## config.mk

```make
export PLATFORM = sky130hd
export DESIGN_NAME = control_unit
export DESIGN_NICKNAME = d
export VERILOG_FILES = /design/src/rtl/rv32i_pkg.sv /design/src/rtl/reg_file.sv /design/src/rtl/control_unit.sv
export SDC_FILE = /design/constraint.sdc
export NUM_CORES = 2
export LEC_CHECK = 0
export CAP_MARGIN = 20
export CELL_PAD_IN_SITES_DETAIL_PLACEMENT = 1
export CELL_PAD_IN_SITES_GLOBAL_PLACEMENT = 1
export CORE_MARGIN = 2
export CORE_UTILIZATION = 48
export DETAILED_ROUTE_END_ITERATION = 12
export GPL_ROUTABILITY_DRIVEN = 0
export GPL_TIMING_DRIVEN = 0
export PLACE_DENSITY_LB_ADDON = 0.2
export SYNTH_ARGS = -nofsm -noshare
export SYNTH_HDL_FRONTEND = slang
export SYNTH_SLANG_ARGS = --single-unit
```

## constraint.sdc

```tcl
create_clock -name clk_i -period 8.3 [get_ports clk_i]
set_input_delay 1.66 -clock clk_i [delete_from_list [all_inputs] [get_ports clk_i]]
set_output_delay 1.66 -clock clk_i [all_outputs]
set_load 0.01 [all_outputs]
```

## src/rtl/rv32i_pkg.sv

```systemverilog
// Shared RV32I decode definitions for the control_unit slice.
// Provides the opcode and funct3 constants, the 4-bit ALU operation enum,
// the I/S/U immediate extractors and the funct3-to-ALU-op mapping shared by
// the register and immediate arithmetic forms.
package rv32i_pkg;

  localparam logic [6:0] OPC_OP     = 7'b0110011;
  localparam logic [6:0] OPC_OP_IMM = 7'b0010011;
  localparam logic [6:0] OPC_LOAD   = 7'b0000011;
  localparam logic [6:0] OPC_STORE  = 7'b0100011;
  localparam logic [6:0] OPC_LUI    = 7'b0110111;

  localparam logic [2:0] F3_ADD_SUB = 3'b000;
  localparam logic [2:0] F3_SLL     = 3'b001;
  localparam logic [2:0] F3_SLT     = 3'b010;
  localparam logic [2:0] F3_SLTU    = 3'b011;
  localparam logic [2:0] F3_XOR     = 3'b100;
  localparam logic [2:0] F3_SRL_SRA = 3'b101;
  localparam logic [2:0] F3_OR      = 3'b110;
  localparam logic [2:0] F3_AND     = 3'b111;

  typedef enum logic [3:0] {
    ALU_ADD   = 4'd0,
    ALU_SUB   = 4'd1,
    ALU_SLL   = 4'd2,
    ALU_SLT   = 4'd3,
    ALU_SLTU  = 4'd4,
    ALU_XOR   = 4'd5,
    ALU_SRL   = 4'd6,
    ALU_SRA   = 4'd7,
    ALU_OR    = 4'd8,
    ALU_AND   = 4'd9,
    ALU_PASSB = 4'd10
  } alu_op_t;

  function automatic logic [31:0] imm_i(input logic [31:0] instr);
    return {{20{instr[31]}}, instr[31:20]};
  endfunction

  function automatic logic [31:0] imm_s(input logic [31:0] instr);
    return {{20{instr[31]}}, instr[31:25], instr[11:7]};
  endfunction

  function automatic logic [31:0] imm_u(input logic [31:0] instr);
    return {instr[31:12], 12'b0};
  endfunction

  // funct7[5] (instr[30]) only picks SUB for the register form; the immediate
  // form has no SUBI, so ADDI with that bit set still decodes as ADD.
  function automatic alu_op_t alu_decode(input logic [2:0] funct3,
                                         input logic       alt,
                                         input logic       is_reg);
    alu_op_t op;
    case (funct3)
      F3_ADD_SUB: op = (alt && is_reg) ? ALU_SUB : ALU_ADD;
      F3_SLL:     op = ALU_SLL;
      F3_SLT:     op = ALU_SLT;
      F3_SLTU:    op = ALU_SLTU;
      F3_XOR:     op = ALU_XOR;
      F3_SRL_SRA: op = alt ? ALU_SRA : ALU_SRL;
      F3_OR:      op = ALU_OR;
      default:    op = ALU_AND;
    endcase
    return op;
  endfunction

endpackage

```

## src/rtl/reg_file.sv

```systemverilog
// 32x32 integer register file.
// Ports:
//   clk_i, reset_i      : clock and synchronous active-high clear of all entries
//   rs1_addr_i/rs2_addr_i: asynchronous read addresses
//   rs1_data_o/rs2_data_o: read data, x0 always returns zero
//   we_i, waddr_i, wdata_i: synchronous write port, writes to x0 are dropped
module reg_file (
  input  logic        clk_i,
  input  logic        reset_i,
  input  logic [4:0]  rs1_addr_i,
  input  logic [4:0]  rs2_addr_i,
  output logic [31:0] rs1_data_o,
  output logic [31:0] rs2_data_o,
  input  logic        we_i,
  input  logic [4:0]  waddr_i,
  input  logic [31:0] wdata_i
);

  logic [31:0] regs_q [32];
  logic [31:0] regs_d [32];

  always_comb begin
    regs_d = regs_q;
    if (we_i && (waddr_i != 5'd0)) begin
      regs_d[waddr_i] = wdata_i;
    end
  end

  // Clear takes priority over any write presented in the same cycle.
  always_ff @(posedge clk_i) begin
    if (reset_i) begin
      for (int i = 0; i < 32; i++) begin
        regs_q[i] <= '0;
      end
    end else begin
      regs_q <= regs_d;
    end
  end

  assign rs1_data_o = (rs1_addr_i == 5'd0) ? 32'd0 : regs_q[rs1_addr_i];
  assign rs2_data_o = (rs2_addr_i == 5'd0) ? 32'd0 : regs_q[rs2_addr_i];

endmodule

```

## src/rtl/control_unit.sv

```systemverilog
// RV32I decode-stage control unit.
// Decodes instruction_i against the register file and registers the ALU
// opcode, operands and data-memory controls for execute (1-cycle latency).
// write_data is written back to the registered rd of the instruction held in
// the output stage at the end of that cycle.
// Ports:
//   clk_i, reset_i : clock, synchronous active-high reset
//   instruction_i  : instruction word to decode
//   write_data     : write-back value for the output-stage instruction
//   aluControl_o   : ALU operation (alu_op_t encoding)
//   op1, op2       : ALU operands
//   mem_en, mem_wr : data-memory access / store(1) vs load(0)
//   mem_addr       : rs1 + sign-extended immediate for loads and stores
// Build option: define CONTROL_UNIT_FWD_EN to bypass a same-edge write-back
// into the operand read of the instruction being sampled.
module control_unit
  import rv32i_pkg::*;
(
  input  logic        clk_i,
  input  logic        reset_i,
  input  logic [31:0] instruction_i,
  input  logic [31:0] write_data,
  output logic [3:0]  aluControl_o,
  output logic [31:0] op1,
  output logic [31:0] op2,
  output logic        mem_en,
  output logic        mem_wr,
  output logic [31:0] mem_addr
);

  logic [6:0]  opcode;
  logic [2:0]  funct3;
  logic        alt;
  logic [4:0]  rs1;
  logic [4:0]  rs2;
  logic [4:0]  rd;
  logic [31:0] rf_rs1;
  logic [31:0] rf_rs2;
  logic [31:0] rs1_val;
  logic [31:0] rs2_val;

  alu_op_t     alu_d, alu_q;
  logic [31:0] op1_d, op1_q;
  logic [31:0] op2_d, op2_q;
  logic        mem_en_d, mem_en_q;
  logic        mem_wr_d, mem_wr_q;
  logic [31:0] mem_addr_d, mem_addr_q;
  logic        wb_en_d, wb_en_q;
  logic [4:0]  rd_d, rd_q;

  assign opcode = instruction_i[6:0];
  assign funct3 = instruction_i[14:12];
  assign alt    = instruction_i[30];
  assign rs1    = instruction_i[19:15];
  assign rs2    = instruction_i[24:20];
  assign rd     = instruction_i[11:7];

  reg_file u_reg_file (
    .clk_i      (clk_i),
    .reset_i    (reset_i),
    .rs1_addr_i (rs1),
    .rs2_addr_i (rs2),
    .rs1_data_o (rf_rs1),
    .rs2_data_o (rf_rs2),
    .we_i       (wb_en_q),
    .waddr_i    (rd_q),
    .wdata_i    (write_data)
  );

`ifdef CONTROL_UNIT_FWD_EN
  // The write-back landing on this edge is not yet visible in the register
  // file, so steer write_data straight into the matching operand. wb_en_q is
  // only ever set for rd != x0, but rs != 0 is kept explicit for clarity.
  always_comb begin
    rs1_val = rf_rs1;
    rs2_val = rf_rs2;
    if (wb_en_q && (rs1 != 5'd0) && (rd_q == rs1)) begin
      rs1_val = write_data;
    end
    if (wb_en_q && (rs2 != 5'd0) && (rd_q == rs2)) begin
      rs2_val = write_data;
    end
  end
`else
  always_comb begin
    rs1_val = rf_rs1;
    rs2_val = rf_rs2;
  end
`endif

  // Unknown opcodes fall through with the defaults, which form the NOP.
  always_comb begin
    alu_d      = ALU_ADD;
    op1_d      = '0;
    op2_d      = '0;
    mem_en_d   = 1'b0;
    mem_wr_d   = 1'b0;
    mem_addr_d = '0;
    wb_en_d    = 1'b0;
    rd_d       = rd;
    case (opcode)
      OPC_OP: begin
        alu_d   = alu_decode(funct3, alt, 1'b1);
        op1_d   = rs1_val;
        op2_d   = rs2_val;
        wb_en_d = (rd != 5'd0);
      end
      OPC_OP_IMM: begin
        alu_d = alu_decode(funct3, alt, 1'b0);
        op1_d = rs1_val;
        // Shift amounts are the low five immediate bits, never sign-extended.
        if ((funct3 == F3_SLL) || (funct3 == F3_SRL_SRA)) begin
          op2_d = {27'b0, instruction_i[24:20]};
        end else begin
          op2_d = imm_i(instruction_i);
        end
        wb_en_d = (rd != 5'd0);
      end
      OPC_LOAD: begin
        op1_d      = rs1_val;
        op2_d      = imm_i(instruction_i);
        mem_en_d   = 1'b1;
        mem_addr_d = rs1_val + imm_i(instruction_i);
        wb_en_d    = (rd != 5'd0);
      end
      OPC_STORE: begin
        op1_d      = rs1_val;
        op2_d      = rs2_val;
        mem_en_d   = 1'b1;
        mem_wr_d   = 1'b1;
        mem_addr_d = rs1_val + imm_s(instruction_i);
      end
      OPC_LUI: begin
        alu_d   = ALU_PASSB;
        op2_d   = imm_u(instruction_i);
        wb_en_d = (rd != 5'd0);
      end
      default: begin
      end
    endcase
  end

  // Reset discards whatever was sampled, including a pending write-back.
  always_ff @(posedge clk_i) begin
    if (reset_i) begin
      alu_q      <= ALU_ADD;
      op1_q      <= '0;
      op2_q      <= '0;
      mem_en_q   <= 1'b0;
      mem_wr_q   <= 1'b0;
      mem_addr_q <= '0;
      wb_en_q    <= 1'b0;
      rd_q       <= '0;
    end else begin
      alu_q      <= alu_d;
      op1_q      <= op1_d;
      op2_q      <= op2_d;
      mem_en_q   <= mem_en_d;
      mem_wr_q   <= mem_wr_d;
      mem_addr_q <= mem_addr_d;
      wb_en_q    <= wb_en_d;
      rd_q       <= rd_d;
    end
  end

  assign aluControl_o = alu_q;
  assign op1          = op1_q;
  assign op2          = op2_q;
  assign mem_en       = mem_en_q;
  assign mem_wr       = mem_wr_q;
  assign mem_addr     = mem_addr_q;

endmodule

```

Yosys cells after proc, flatten, opt, wreduce, memory -nomap -nowiden
Index checks and enable logic that the tools add are counted.
{"block": "totals", "register_bits": 1132, "input_bits": 66, "out_inout_bits": 102, "word_cells": 97}
{"block": "classes", "addsub": 2, "magnitude_cmp": 4, "eq_ne": 11, "n_mux": 21, "bitwise_logic": 5, "reduce_logical": 14}
{"cell": "1024-bit bitwise mux", "n": 1}
{"cell": "32-bit binary-select mux with 5-bit select", "n": 2}
{"cell": "32-bit two-way mux", "n": 8}
{"cell": "32-bit demux with 5-bit select", "n": 1}
{"cell": "32-bit one-hot mux with 4 select lines", "n": 1}
{"cell": "32-bit adder", "n": 2}
{"cell": "32-bit one-hot mux with 2 select lines", "n": 1}
{"cell": "4-bit one-hot mux with 7 select lines", "n": 2}
{"cell": "7-bit by 6-bit equality test with 1-bit output (second input constant)", "n": 3}
{"cell": "6-bit >= comparator (second input constant)", "n": 3}
{"cell": "5-bit NOT with 6-bit output", "n": 3}
{"cell": "4-bit one-hot mux with 3 select lines", "n": 1}
{"cell": "5-bit zero test", "n": 2}
{"cell": "5-bit nonzero test", "n": 2}
{"cell": "3-bit equality test (second input constant)", "n": 3}
{"cell": "2-bit OR reduction", "n": 4}
{"cell": "4-bit OR reduction", "n": 2}
{"cell": "7-bit by 2-bit equality test with 1-bit output (second input constant)", "n": 1}
{"cell": "7-bit by 5-bit equality test with 1-bit output (second input constant)", "n": 1}
{"cell": "3-bit by 2-bit equality test with 1-bit output (second input constant)", "n": 2}
{"cell": "6-bit by 1-bit less-than comparator with 1-bit output (second input constant)", "n": 1}
{"cell": "1-bit two-way mux", "n": 4}
{"cell": "3-bit by 1-bit equality test with 1-bit output (second input constant)", "n": 1}
{"cell": "3-bit zero test", "n": 1}
{"cell": "3 further kinds", "n": 5}

Logic depth before layout (Yosys ltp)
{"block": "depth", "ltp_word": 7, "mapped_depth": 18, "ltp_nobuf": 15}

Cells and area by module
From an unflattened synthesis, not the netlist that was laid out.
{"block": "hier_totals", "cells_unflattened": 6449, "hier_area_um2": 56939.6}
{"mod": "reg_file", "n_inst": 1, "cells_per_inst": 5882, "area_per_inst_um2": 51743.4, "seq_area_each_um2": 20499.7}
{"mod": "control_unit", "n_inst": 1, "cells_per_inst": 567, "area_per_inst_um2": 5196.2, "seq_area_each_um2": 2162.1}

Worst setup path after synthesis
OpenSTA, ideal clock, no wires.
{"block": "synth_timing", "path_type": "in2reg", "startpoint": "in instruction_i[15]", "endpoint": "reg mem_addr_q[16] (netlist: mem_addr[16])", "setup_time_ns": 0.128, "arrival_time_ns": 5.670, "required_time_ns": 8.172, "setup_slack_ns": 2.502, "path_stages": 17, "n_path_buf": 3, "path_cell_list": "clkbuf_1 -> clkbuf_1 -> buf_2 -> mux4_2 -> mux4_2 -> mux2i_1 -> nor2_1 -> ha_1 -> fa_1 -> a211oi_1 -> o21ai_0 -> a21oi_1 -> o21ai_0 -> a21o_1 -> a21oi_1 -> xor2_1 -> nor2_1"}
{"block": "synth_between", "elab_chain_cells": 7, "elab_cells_between_ends": 9, "cone_classes": "add/sub (2); mux (5); bitwise (1); reduce/logical (1)"}
{"item": "from (decl)", "line": "control_unit.sv:21", "rtl": "input logic [31:0] instruction_i,"}
{"item": "5-bit NOT with 6-bit output (implied by the code)", "line": "reg_file.sv:40", "rtl": "assign rs1_data_o = (rs1_addr_i == 5'd0) ? 32'd0 : regs_q[rs1_addr_i];"}
{"item": "32-bit binary-select mux with 5-bit select", "line": "reg_file.sv:40"}
{"item": "32-bit two-way mux (implied by the code) (2 in a row)", "line": "reg_file.sv:40"}
{"item": "32-bit two-way mux (*)", "line": "reg_file.sv:40"}
{"item": "via rf_rs1[0]", "line": "control_unit.sv:37", "rtl": "logic [31:0] rf_rs1;"}
{"item": "32-bit adder, on equally long branches", "line": "control_unit.sv:131, control_unit.sv:123"}
{"item": "32-bit one-hot mux with 2 select lines (*)", "line": "control_unit.sv:101", "rtl": "case (opcode)"}
{"item": "to (signal assigned)", "line": "control_unit.sv:160", "rtl": "mem_addr_q <= mem_addr_d;"}
{"item": "to (decl)", "line": "control_unit.sv:47", "rtl": "logic [31:0] mem_addr_d, mem_addr_q;"}
The timed path passes the listed nets; every way through them passes the cells marked *. The select of a mux whose other input is x is not followed.
A chain may end at the register's enable or synchronous reset.

Final worst setup path
{"block": "layout_timing", "startpoint": "in instruction_i[15]", "endpoint": "reg mem_addr_q[28] (netlist: mem_addr[28])"}
Same word-level chain as after synthesis.

==> qor.csv <==
stage,metric,value,unit
status,result of the run,"complete, no violations",
timing,crit path time final,7.87,ns
synth,synthesized-area fraction occupied by xor and xnor cells,0.392,%
critical_path,worst-case reg-to-reg path depth,14,
critical_path,number of buffers and inverters on the critical path,3,
power_and_ir_drop,share of total power in sequential cells,43.7,%
min_path,Worst Hold Endpoint,u_reg_file.regs_q[859],
final_layout,proportion of layout cells with a drive suffix above 1,15.9,%
clock_network,clock buffers created by TritonCTS,132,
grt,vias in the first global route,54000,
synth,Post-Synthesis Net Count,6073,
timing,final-layout setup total negative slack,0,ns
min_path,Hold/Removal Path Class,reg2reg,
clock_network,TritonCTS clock tree,built,
synth,dominant combinational cell family by area after synthesis,multiplexers,
clock_network,clock slew seen by the registers of the worst setup and hold paths,0.06,ns
timing,Fmax achieved,127,MHz
critical_path,launch instance of the worst register-to-register path,u_reg_file.regs_q[928],
power_and_ir_drop,overall power consumption,12.4,mW
final_layout,final instance area,0.0644,sq mm
clock_network,clock tree buffer depth,3,
synth,simple-gate portion of the synthesized area,16.3,%
critical_path,type of element launching the critical path,primary input,
grt,number of antenna violations at the first check in global routing,12,
synth,synthesized area per cell,9.36,sq um
synth,Synth cell types,57,
route,routed wire length,271000,um
power_and_ir_drop,leakage power,20.6,nW
synth,flop and latch count out of synthesis,1132,
final_layout,layout net count,6410,
synth,Most used DFF post-synth,sky130_fd_sc_hd__dfxtp_1,
synth,adder and majority gate portion of the synthesized area,0.730,%
clock_network,clock tree root driver cell,sky130_fd_sc_hd__clkbuf_16,
synth,synthesized instance count,5975,
synth,"Warnings, synthesis",0,
placed_design,count of input and output buffers,155,
route,number of antenna-violating nets in the routed design,0,
floorplanning,initial standard-cell utilization of the core,48.2,%
grt,Tot GR Track Use,44.8,%
critical_path,critical path's largest stage delay,0.95,ns
min_path,Hold Crit Start,u_reg_file.regs_q[859],
power_and_ir_drop,share of total power consumed by net switching,25.7,%
floorplanning,Placement Rows,125,
critical_path,Crit Path Class,in2reg,
final_layout,"Area growth, synth to finish",15.2,%
timing,post-route fraction of the period consumed by the critical path,94.9,%
clock_network,hold buffer count at cts,0,
synth,post-synthesis sequential area ratio,40.5,%
timing,setup repair after global routing missed its margin,no,
run,reported max-cap violation count,0,
placed_design,"Cell Area, Placed",0.0597,sq mm
timing,Worst Tran Pin Value,1.32,ns
grt,pin count of the biggest net entering global routing,24,
critical_path,standard cell with the maximum stage delay on the critical path,sky130_fd_sc_hd__clkbuf_1,
placed_design,Post-DP HPWL,205000,um
floorplanning,Top-Level Pins,168,
critical_path,Worst Path Max Fanout,10,
clock_network,count of instances resized after the clock tree is built,0,
route,wire per inst,34.2,um
critical_path,capture instance of the worst register-to-register path,mem_addr[28],
critical_path,WP data required,8.93,ns
grt,wire length of the first global-routing pass,381000,um
floorplanning,placeable core area,0.116,sq mm
power_and_ir_drop,worst supply voltage drop on vdd,0.000223,V
route,remaining routing DRC violations,0,
synth,share of cell area taken by muxes after synthesis,27.0,%
timing,"Hold Violations, Final",0,
floorplanning,die width,345,um
floorplanning,Die Ht,345,um
synth,post-synthesis instance area,0.0559,sq mm
critical_path,CP arrival,8.51,ns
critical_path,Critical Path End Type,flip-flop,
power_and_ir_drop,internal power of the cells,9.24,mW
timing,max-slew violation count,0,
placed_design,post-placement setup slack,0.301,ns
route,Via Count,53900,
timing,final setup skew,0.0310,ns
synth,number of enable-type register cells in the synthesized netlist,0,
clock_network,clock latency at the later pin of the worst-skew pair,0.79,ns
critical_path,R2R setup slack,3.29,ns
power_and_ir_drop,clock share of power,48.8,%
power_and_ir_drop,ratio of total power to cell area,193,mW/mm^2
power_and_ir_drop,total net switching power,3.20,mW
clock_network,H-tree depth,4,
timing,Max transition margin,11.7,%
route,post-detailed-route via-to-cell ratio,6.80,
min_path,cell depth of the worst hold path,2,
clock_network,Post-CTS Setup Repair Bufs,0,
timing,final worst-path setup slack,0.426,ns
route,number of DRC violations after detailed-routing iteration 0,7853,
synth,area fraction in compound gates after synthesis,10.8,%
power_and_ir_drop,Logic pwr share,7.5,%
floorplanning,area of the die,0.119,sq mm
synth,ys async rst share,0,%
critical_path,ordered list of cells on the worst path,"clkbuf_1, clkbuf_1, buf_2, mux4_2, mux4_2, mux2i_1, nor2_1, ha_1, fa_1, a211oi_1, o21ai_0, nand4b_1, and4_1, o21bai_1, a31oi_1, xor2_1, nor2_1",
critical_path,critical path depth in cells,17,
timing,WHS,0.466,ns
grt,overall overflow remaining after global route,0,
route,Pre-Repair DR Iteration Count,9,
timing,final-report setup violation count,0,
critical_path,cell family with most CP delay,buffers and inverters,
clock_network,Sink Count,1132,
synthesized netlist by cell type (9+ instances only):
master                     count  area share, %
sky130_fd_sc_hd__clkbuf_1    480            3.2
sky130_fd_sc_hd__nand2_1    2046             14
sky130_fd_sc_hd__nor3_1       44           0.39
sky130_fd_sc_hd__xor2_1       12           0.19
sky130_fd_sc_hd__nor2_1      146           0.98
sky130_fd_sc_hd__a21oi_1    1030            9.2
sky130_fd_sc_hd__mux2i_1      36           0.64
sky130_fd_sc_hd__a22oi_1      11           0.15
sky130_fd_sc_hd__ha_1         31           0.69
sky130_fd_sc_hd__buf_1        45           0.30
sky130_fd_sc_hd__a221oi_2     18           0.48
sky130_fd_sc_hd__buf_2        58           0.52
sky130_fd_sc_hd__nand3_1       9          0.081
sky130_fd_sc_hd__inv_1         9          0.060
sky130_fd_sc_hd__nand4_1       9           0.10
sky130_fd_sc_hd__nor2b_1      42           0.47
sky130_fd_sc_hd__dfxtp_1    1132             41
sky130_fd_sc_hd__mux4_2      636             26
sky130_fd_sc_hd__and2_1       10           0.11
sky130_fd_sc_hd__xnor2_1      13           0.20
sky130_fd_sc_hd__a21o_1       10           0.13
sky130_fd_sc_hd__o21ai_0      24           0.21
sky130_fd_sc_hd__mux2_2       37           0.75
routing by layer:
layer / up-vias / track usage [%] / routed length (um)
li1: 21600 / - / -
met1: 27000 / 52.9 / 94100
met2: 4091 / 64.7 / 114000
met3: 1245 / 16.3 / 33900
met4: 14 / 38.7 / 28800
met5: - / 0.0400 / 93
worst reg2reg max path, stage by stage, from the launching register on:
cell and delay (ns):
sky130_fd_sc_hd__dfxtp_1 0.34, sky130_fd_sc_hd__mux4_2 0.60, sky130_fd_sc_hd__mux4_2 0.56, sky130_fd_sc_hd__mux2i_1 0.56, sky130_fd_sc_hd__nor2_1 0.11, sky130_fd_sc_hd__ha_1 0.33
sky130_fd_sc_hd__fa_1 0.48, sky130_fd_sc_hd__a211oi_1 0.37, sky130_fd_sc_hd__o21ai_0 0.31, sky130_fd_sc_hd__nand4b_1 0.33, sky130_fd_sc_hd__and4_1 0.30, sky130_fd_sc_hd__o21bai_1 0.12
sky130_fd_sc_hd__a31oi_1 0.26, sky130_fd_sc_hd__xor2_1 0.17, sky130_fd_sc_hd__nor2_1 0.05
worst max path at each step:
stage | endpoint | slack [ns] | start
floorplan | mem_addr[16] | 2.50 | instruction_i[15]
global placement | mem_addr[28] | 0.41 | instruction_i[16]
detailed placement | mem_addr[29] | 0.30 | instruction_i[15]
CTS | mem_addr[28] | 1.03 | instruction_i[15]
global route | mem_addr[28] | 0.48 | instruction_i[15]
finish | mem_addr[28] | 0.43 | instruction_i[15]
cells in the final DEF (no fill, tap or decap), drive strengths merged, types with 12 or more instances in the layout:
cell type and instances:
clkbuf 668, clkinv 18, o21ai 24, a21oi 1030, buf 158, clkdlybuf4s50 155
xor2 12, nor2 146, a221oi 18, xnor2 13, inv 16, nand2 2046
dfxtp 1132, mux2i 36, mux4 636, nor2b 42, nor3 44, mux2 37
ha 31
power groups by stage:
stage	sequential, mW	clock, mW	combinational [mW]
global route	5.44	6.25	0.926
finish	5.44	6.07	0.929
global placement	5.56	0	0.823
CTS	5.44	6.02	0.853
floorplan	5.56	0	0.439
detailed placement	5.56	0	0.848
layout make-up:
type                            count  area (sq um)
Buffer                            591          2330
Inverter                           11          41.3
Antenna cell                        6          15.0
Clock inverter                     38           509
Sequential cell                  1132         22700
Timing Repair Buffer              203          2220
Tap cell                         1524          1910
Clock buffer                      187          3860
Fill cell                       13100         51500
Multi-Input combinational cell   4241         30900
registers in the layout (all words and copies together), names as in the netlist:
name,count
wb_en_q,1
u_reg_file.regs_q,1024
op1,32
aluControl_o,4
op2,32
mem_en,1
rd_q,5
mem_addr,32
mem_wr,1
cell families (layout without fill, tap and decap cells):
kind of cell	count (synthesis)	after routing
AO/OA/AOI/OAI	1136	1136
XOR/XNOR	25	25
adder cells (fa/ha/maj)	32	32
buffers and inverters	602	1030
flip-flops	1132	1132
multiplexers	709	709
other	0	6
AND/OR/NAND/NOR	2339	2339
per-stage QoR:
step / util (%) / cells
floorplan: - / 5975
global placement: 51.2 / 7654
detailed placement: 51.5 / 7675
CTS: 55.3 / 7900
global route: 55.6 / 7927
finish: 55.6 / 7933
(Power assumes the default switching activity.)
